File: config.mk
export PLATFORM = sky130hd
export DESIGN_NAME = misr_compactor
export DESIGN_NICKNAME = d
export VERILOG_FILES = /design/src/rtl/misr_compactor.sv
export SDC_FILE = /design/constraint.sdc
export NUM_CORES = 1
export LEC_CHECK = 0
export CAP_MARGIN = 25
export CORE_ASPECT_RATIO = 0.9
export CORE_MARGIN = 2
export CORE_UTILIZATION = 48
export CTS_CLUSTER_SIZE = 12
export DETAILED_ROUTE_END_ITERATION = 6
export GPL_TIMING_DRIVEN = 0
export PLACE_DENSITY_LB_ADDON = 0.12
export REMOVE_ABC_BUFFERS = 1
export SYNTH_ARGS = -nofsm -noshare
export SYNTH_HDL_FRONTEND = slang
export SYNTH_SLANG_ARGS = --single-unit
export TNS_END_PERCENT = 1
File: constraint.sdc
create_clock -name clk -period 3.8 [get_ports clk]
set_clock_uncertainty 0.2 [all_clocks]
set_input_delay 0.57 -clock clk [delete_from_list [all_inputs] [get_ports clk]]
set_output_delay 0.57 -clock clk [all_outputs]
set_load 0.005 [all_outputs]
File: src/rtl/misr_compactor.sv
// MISR response compactor.
// Absorbs masked, folded response patterns into a multiple-input signature
// register for a fixed number of patterns, then compares the signature
// against a golden value and holds the verdict until the next session.
module misr_compactor #(
  parameter int             N    = 17,
  parameter int             M    = 16,
  parameter logic [M-1:0]   POLY = 16'h1021,
  parameter logic [M-1:0]   SEED = '0,
  parameter int             CW   = 16
) (
  input  logic          clk,
  input  logic          rst,
  input  logic          start,
  input  logic [CW-1:0] num_pat,
  input  logic          in_valid,
  input  logic [N-1:0]  in_data,
  input  logic [N-1:0]  in_xmask,
  input  logic [M-1:0]  exp_sig,
  output logic          busy,
  output logic          done,
  output logic [M-1:0]  sig,
  output logic          pass
);

  typedef enum logic [1:0] {
    IDLE = 2'd0,
    RUN  = 2'd1,
    DONE = 2'd2
  } state_t;

  state_t        state;
  state_t        state_nxt;
  logic [CW-1:0] cnt;
  logic [CW-1:0] npat;
  logic [M-1:0]  fold_word;
  logic [M-1:0]  sig_nxt;
  logic          absorb;
  logic          last_pat;

  // XOR-fold an N-bit pattern onto M bit positions (bit k lands on k mod M).
  function automatic logic [M-1:0] fold(input logic [N-1:0] d);
    logic [M-1:0] f;
    f = '0;
    for (int k = 0; k < N; k++) begin
      f[k % M] = f[k % M] ^ d[k];
    end
    return f;
  endfunction

  // One MISR shift: feedback from the top bit through the POLY taps, plus input.
  function automatic logic [M-1:0] misr_step(input logic [M-1:0] s,
                                             input logic [M-1:0] f);
    logic [M-1:0] n;
    logic         fb;
    fb   = s[M-1];
    n[0] = fb ^ f[0];
    for (int i = 1; i < M; i++) begin
      n[i] = s[i-1] ^ (fb & POLY[i]) ^ f[i];
    end
    return n;
  endfunction

  // Unknown bits are zeroed before folding so they cannot corrupt the signature.
  assign fold_word = fold(in_data & ~in_xmask);
  assign sig_nxt   = misr_step(sig, fold_word);
  assign absorb    = (state == RUN) && in_valid;
  assign last_pat  = absorb && (cnt == (npat - CW'(1)));

  // State register.
  always_ff @(posedge clk) begin
    if (rst) begin
      state <= IDLE;
    end else begin
      state <= state_nxt;
    end
  end

  // Next-state logic; start is only honoured in IDLE.
  always_comb begin
    state_nxt = state;
    case (state)
      IDLE: begin
        if (start) begin
          state_nxt = (num_pat == '0) ? DONE : RUN;
        end
      end
      RUN: begin
        if (last_pat) begin
          state_nxt = DONE;
        end
      end
      DONE:    state_nxt = IDLE;
      default: state_nxt = IDLE;
    endcase
  end

  // Status outputs decoded directly from the state.
  always_comb begin
    busy = (state == RUN);
    done = (state == DONE);
  end

  // Signature, pattern counter and verdict.
  always_ff @(posedge clk) begin
    if (rst) begin
      sig  <= SEED;
      cnt  <= '0;
      pass <= 1'b0;
    end else begin
      case (state)
        IDLE: begin
          if (start) begin
            sig  <= SEED;
            cnt  <= '0;
            pass <= 1'b0;
          end
        end
        RUN: begin
          if (absorb) begin
            sig <= sig_nxt;
            cnt <= cnt + CW'(1);
          end
        end
        DONE: begin
          pass <= (sig == exp_sig);
        end
        default: ;
      endcase
    end
  end

  // Pattern count latched when a session is accepted.
  always_ff @(posedge clk) begin
    if ((state == IDLE) && start) begin
      npat <= num_pat;
    end
  end

endmodule

==> summary.txt, run 1 <==
status = complete, no violations
Fillers = 555
period utilization = 81.63%
Detailed Place HPWL = 5543 um
critical path capture point type = register
wire per inst = 14.36 um
CP Class = register to register
IO Port Bufs = 88
Inserted Clock Buffers = 5
data required time of the worst path = 3.77 ns
final hold vios = 0
Initial Utilization = 49.32%
CP max stage delay = 0.60 ns
Hold Buf Count CTS = 0
Design Area, Final = 3989 sq um
fin cells = 485
ANT nets after route = 0
leakage power = 1.320 nW
Worst EP arrival = 3.07 ns
commonest cells after routing, fill and taps aside = 88 x clkdlybuf4s50_1, 45 x nor2_1, 43 x xnor2_1
top_reg_cell synth = dfxtp_1
Yosys cell types = 48
Fin Setup TNS = 0 ns
Die ar. = 6897 sq um
startpoint types = register
# H-tree levels = 2
flop and latch count out of synthesis = 51
synth warn = 0
placed instance count = 477
Worst-path clk slew = 0.09 ns
CTS root buf = clkbuf_8
Crit path max-delay family = simple AND/OR/NAND/NOR gates
first-pass GRT wire length = 11910 um
Initial DRT Pass Iterations = 4
slowest CP cell = or4b_1
CORE AREA = 6081 sq um
diode count = 0
Worst-Skew Late Latency = 0.30 ns
CP cell instances = inv_1 > ha_1 > or4b_1 > o31a_1 > or4b_1 > and3_1 > a22oi_1 > o22ai_1
Layout area overhead = 33.00%
post-CTS setup buffer count = 0
minimum clock period = 3.102 ns
PD cells = 301.8 nW/um^2
antenna violations before repair = 0
Post-Syn Instances = 335
All-Layer GR Usage = 21.75%
CTS tree = built
EDFF count, synth = 16
initial drt markers = 144
Syn Area/Cell = 8.953 sq um
Slew @ Worst Pin = 1.042 ns
Crit Path Max Fanout = 7
final wirelength = 6963 um
max_cap viols = 0
largest net degree at the start of global routing = 35
Placer Congestion = 0.9124
die height = 78.99 um
Max Fclk = 322.4 MHz
most common cell after layout, fill and taps aside = clkdlybuf4s50_1
max-slew violations = 0
Buf/Inv on CP = 1
Vias = 2631
gr ovfl total = 0
number of setup violations in the final report = 0
DRC = 0
total power = 1.204 mW
layout cells sized above 1 = 3.874%
synthesized cell area = 2999 sq um
most frequent CP cell = or4b_1
num ports = 89
Rel. slew slack = 30.52%
nets = 484
Clock Sink Count = 51
RSZ-0062 raised after global routing = no
PostCTS Resize Cnt = 0
vias in the first global route = 2542
Vias/cell = 5.425
Worst VDD drop = 241.0 uV
Std-Cell Rows = 27
Die Width = 87.32 um
clk buf depth = 2
Post-synth ARST share = 0%
worst hold path type = register to register
sequential area share after synthesis = 39.38%
Post-DP Area = 3900 sq um
-- flip-flops by register name (all words and copies together) (netlist names) --
register  cells
cnt          16
npat         16
sig          16
state         2
pass          1
-- worst min-delay path: stages, from the launching register on --
cell	delay, ns
dfxtp_1	0.33
nand2_1	0.05
o21ai_0	0.06
-- cells in the mapped netlist, types with 2 or more instances --
| library cell | number | area [sq um] |
|---|---|---|
| a21oi_1 | 15 | 75.07 |
| nand4_1 | 7 | 43.79 |
| inv_1 | 7 | 26.28 |
| clkbuf_1 | 16 | 60.06 |
| and3_1 | 3 | 18.77 |
| dfxtp_1 | 35 | 700.7 |
| edfxtp_1 | 16 | 480.5 |
| nor3_1 | 15 | 75.07 |
| or2_2 | 2 | 12.51 |
| buf_2 | 2 | 10.01 |
| ha_1 | 2 | 25.02 |
| a21o_1 | 2 | 15.01 |
| xnor2_1 | 43 | 376.6 |
| o21ai_0 | 3 | 15.01 |
| nor2b_1 | 17 | 106.4 |
| or4b_1 | 2 | 20.02 |
| o31a_1 | 2 | 17.52 |
| nor4_1 | 15 | 93.84 |
| nand2_1 | 10 | 37.54 |
| nor3b_1 | 2 | 15.01 |
| or4_1 | 2 | 15.01 |
| o31ai_1 | 2 | 15.01 |
| xor2_1 | 25 | 219.0 |
| or3_1 | 2 | 12.51 |
| nand2b_1 | 6 | 37.54 |
| nor2_1 | 45 | 168.9 |
| nand3_1 | 11 | 55.05 |
| a22oi_1 | 6 | 45.04 |
-- final cells by class --
cell class,instances,area (sq um),share of cell area [%]
well taps,72,90.09,2.258
multi-input cells,258,1714,42.97
inverters,7,26.28,0.6587
flip-flops and latches,51,1181,29.61
clock buffers,5,68.82,1.725
repair buffers,89,888.4,22.27
clock inverters,3,20.02,0.5019
-- path summary, 6_finish.rpt --
| path | slack (ns) | from | end | cells past startpoint |
|---|---|---|---|---|
| hold reg to reg | 0.28 | pass | pass | 2 |
| hold / removal | 0.28 | pass | pass | 2 |
| setup reg to reg | 0.70 | npat[0] | state[0] | 8 |
| setup / recovery | 0.70 | npat[0] | state[0] | 8 |
-- logic make-up after synthesis --
family	synth area share, %
mux	0.7092
simple gates	25.82
compound gates	9.929
flops	39.38
fa+ha+maj	0.8342
buf+inv	3.463
xor+xnor	19.86
-- metal layers --
layer | wire [um] | track usage (%)
met1 | 3307 | 30.37
met2 | 3263 | 34.70
met3 | 323 | 4.262
met4 | 68 | 5.231
met5 | 0 | 0
-- through the flow --
| stage | utilization [%] | hold slack [ns] | worst slack [ns] |
|---|---|---|---|
| detailed placement | 64.14 | 0.2682 | 0.6851 |
| CTS | 65.60 | 0.2781 | 0.7095 |
| global placement | 64.01 | 0.2448 | 0.7472 |
| floorplan | - | 0.2525 | 1.046 |
| finish | 65.60 | 0.2781 | 0.6980 |
| global route | 65.60 | 0.3365 | 0.5200 |
-- power breakdown --
part / internal, mW / switching, mW
registers: 0.593 / 0.0358
logic: 0.149 / 0.123
clock network: 0.128 / 0.176
(Power assumes the default switching activity.)
==> run 2: changes to the inputs <==
- CORE_UTILIZATION: 48 -> 43
- clock period: 3.8 -> 2.55 ns (I/O delays scaled with it)
==> run 2 against run 1 <==
Final cell count rose by 5.8%. The run now ends with negative setup slack left. Non-clock buffer count rose by 10. Clock-buffer cell count did not move. Sequential power rose by 49%. Critical path depth did not move. Critical endpoint unchanged. Wire length rose by 3.1%. Total power rose by 63%.
==> summary.txt, run 2 (synthesis results as in run 1) <==
status = finished, violations left
failing checks = negative setup slack
hold path cells = 2
ANT nets after route = 0
Vias = 2693
max-slew violations = 0
data required time of the worst path = 2.52 ns
clk buf depth = 2
CP Class = register to register
CTS tree = built
Crit path max-delay family = compound AO/OA/AOI/OAI gates
layout cells sized above 1 = 8.747%
final hold vios = 0
diode count = 0
critical path capture point type = register
Inserted Clock Buffers = 5
leakage power = 1.402 nW
CORE AREA = 6656 sq um
period utilization = 105.8%
Vias/cell = 5.250
All-Layer GR Usage = 20.11%
fin cells = 513
CP max stage delay = 0.45 ns
Post-DP Area = 3923 sq um
Layout area overhead = 39.42%
Worst-Skew Late Latency = 0.31 ns
Design Area, Final = 4182 sq um
vias in the first global route = 2639
setup ws final = -0.1478 ns
most frequent CP cell = buf_4
final wirelength = 7178 um
Setup WS pre-CTS = -0.4860 ns
Fin Setup TNS = -0.2520 ns
Hold Buf Count CTS = 0
Worst-path clk slew = 0.09 ns
total power = 1.958 mW
critical path depth = 8
slowest CP cell = edfxtp_1
nets = 494
CP cell instances = buf_4 > buf_4 > or2_4 > or3_1 > a211o_1 > o221a_1 > a2111oi_4 > o22ai_1
Initial Utilization = 45.06%
RSZ-0062 raised after global routing = yes
IO Port Bufs = 88
# H-tree levels = 2
Top Registers = cnt (16), npat (16), sig (16)
Clock Sink Count = 51
WHS = 0.2845 ns
Placer Congestion = 0.8769
worst hold path type = register to register
Rel. slew slack = 41.07%
minimum clock period = 2.698 ns
FF-to-FF path depth = 8
PD cells = 468.4 nW/um^2
Buf/Inv on CP = 2
Detailed Place HPWL = 5467 um
first-pass GRT wire length = 12450 um
Initial DRT Pass Iterations = 4
Max Fclk = 370.7 MHz
initial drt markers = 151
startpoint types = register
Die Width = 92.03 um
wire per inst = 13.99 um
Util after Layout = 62.82%
placed instance count = 495
num ports = 89
die height = 83.23 um
largest net degree at the start of global routing = 35
number of setup violations in the final report = 2
max_cap viols = 0
Worst EP arrival = 2.67 ns
Crit Path Max Fanout = 8
Worst VDD drop = 319.8 uV
most common cell after layout, fill and taps aside = clkdlybuf4s50_1
DRC = 0
Slew @ Worst Pin = 0.8811 ns
Die ar. = 7660 sq um
commonest cells after routing, fill and taps aside = 88 x clkdlybuf4s50_1, 45 x nor2_1, 43 x xnor2_1
CTS root buf = clkbuf_8
gr ovfl total = 0
Std-Cell Rows = 28
antenna violations before repair = 0
run 2: path summary, 6_finish.rpt:
| kind | from | end | slack [ns] |
|---|---|---|---|
| setup / recovery | npat[1] | state[0] | -0.15 |
| hold / removal | pass | pass | 0.28 |
| setup reg to reg | npat[1] | state[0] | -0.15 |
| hold reg to reg | pass | pass | 0.28 |
run 2: worst reg2reg max path, cell delays in order (launching register included):
cell	delay (ns)
edfxtp_1	0.45
buf_4	0.17
buf_4	0.12
or2_4	0.27
or3_1	0.37
a211o_1	0.30
o221a_1	0.26
a2111oi_4	0.32
o22ai_1	0.10
run 2: area by class of cell:
| class | instances | area (sq um) |
|---|---|---|
| Inverter | 7 | 26.28 |
| Clock inverter | 3 | 43.79 |
| Multi-Input combinational cell | 258 | 1765 |
| Clock buffer | 5 | 68.82 |
| Tap cell | 90 | 112.6 |
| Fill cell | 588 | 2475 |
| Timing Repair Buffer | 99 | 983.4 |
| Sequential cell | 51 | 1181 |
run 2: what timing repair did:
action                                  in CTS  in global routing
pin swaps                                    3                  0
setup buffers                                8                  1
endpoints found under the setup margin       6                  2
gates resized for setup                     12                  0
hold endpoints to repair                     0                  0
run 2: metal layers:
| metal | track usage (%) | wire (um) | share of wire, % |
|---|---|---|---|
| met3 | 3.993 | 379 | 5.3 |
| met4 | 5.292 | 131 | 1.8 |
| met1 | 28.29 | 3411 | 48 |
| met2 | 31.62 | 3255 | 45 |
| met5 | 0 | 0 | 0 |
run 2: power breakdown:
group          total [mW]  switching [mW]  leakage, nW  internal [mW]
Clock               0.570           0.279       0.0543          0.292
Sequential          0.933          0.0502        0.434          0.883
Combinational       0.455           0.197        0.913          0.257
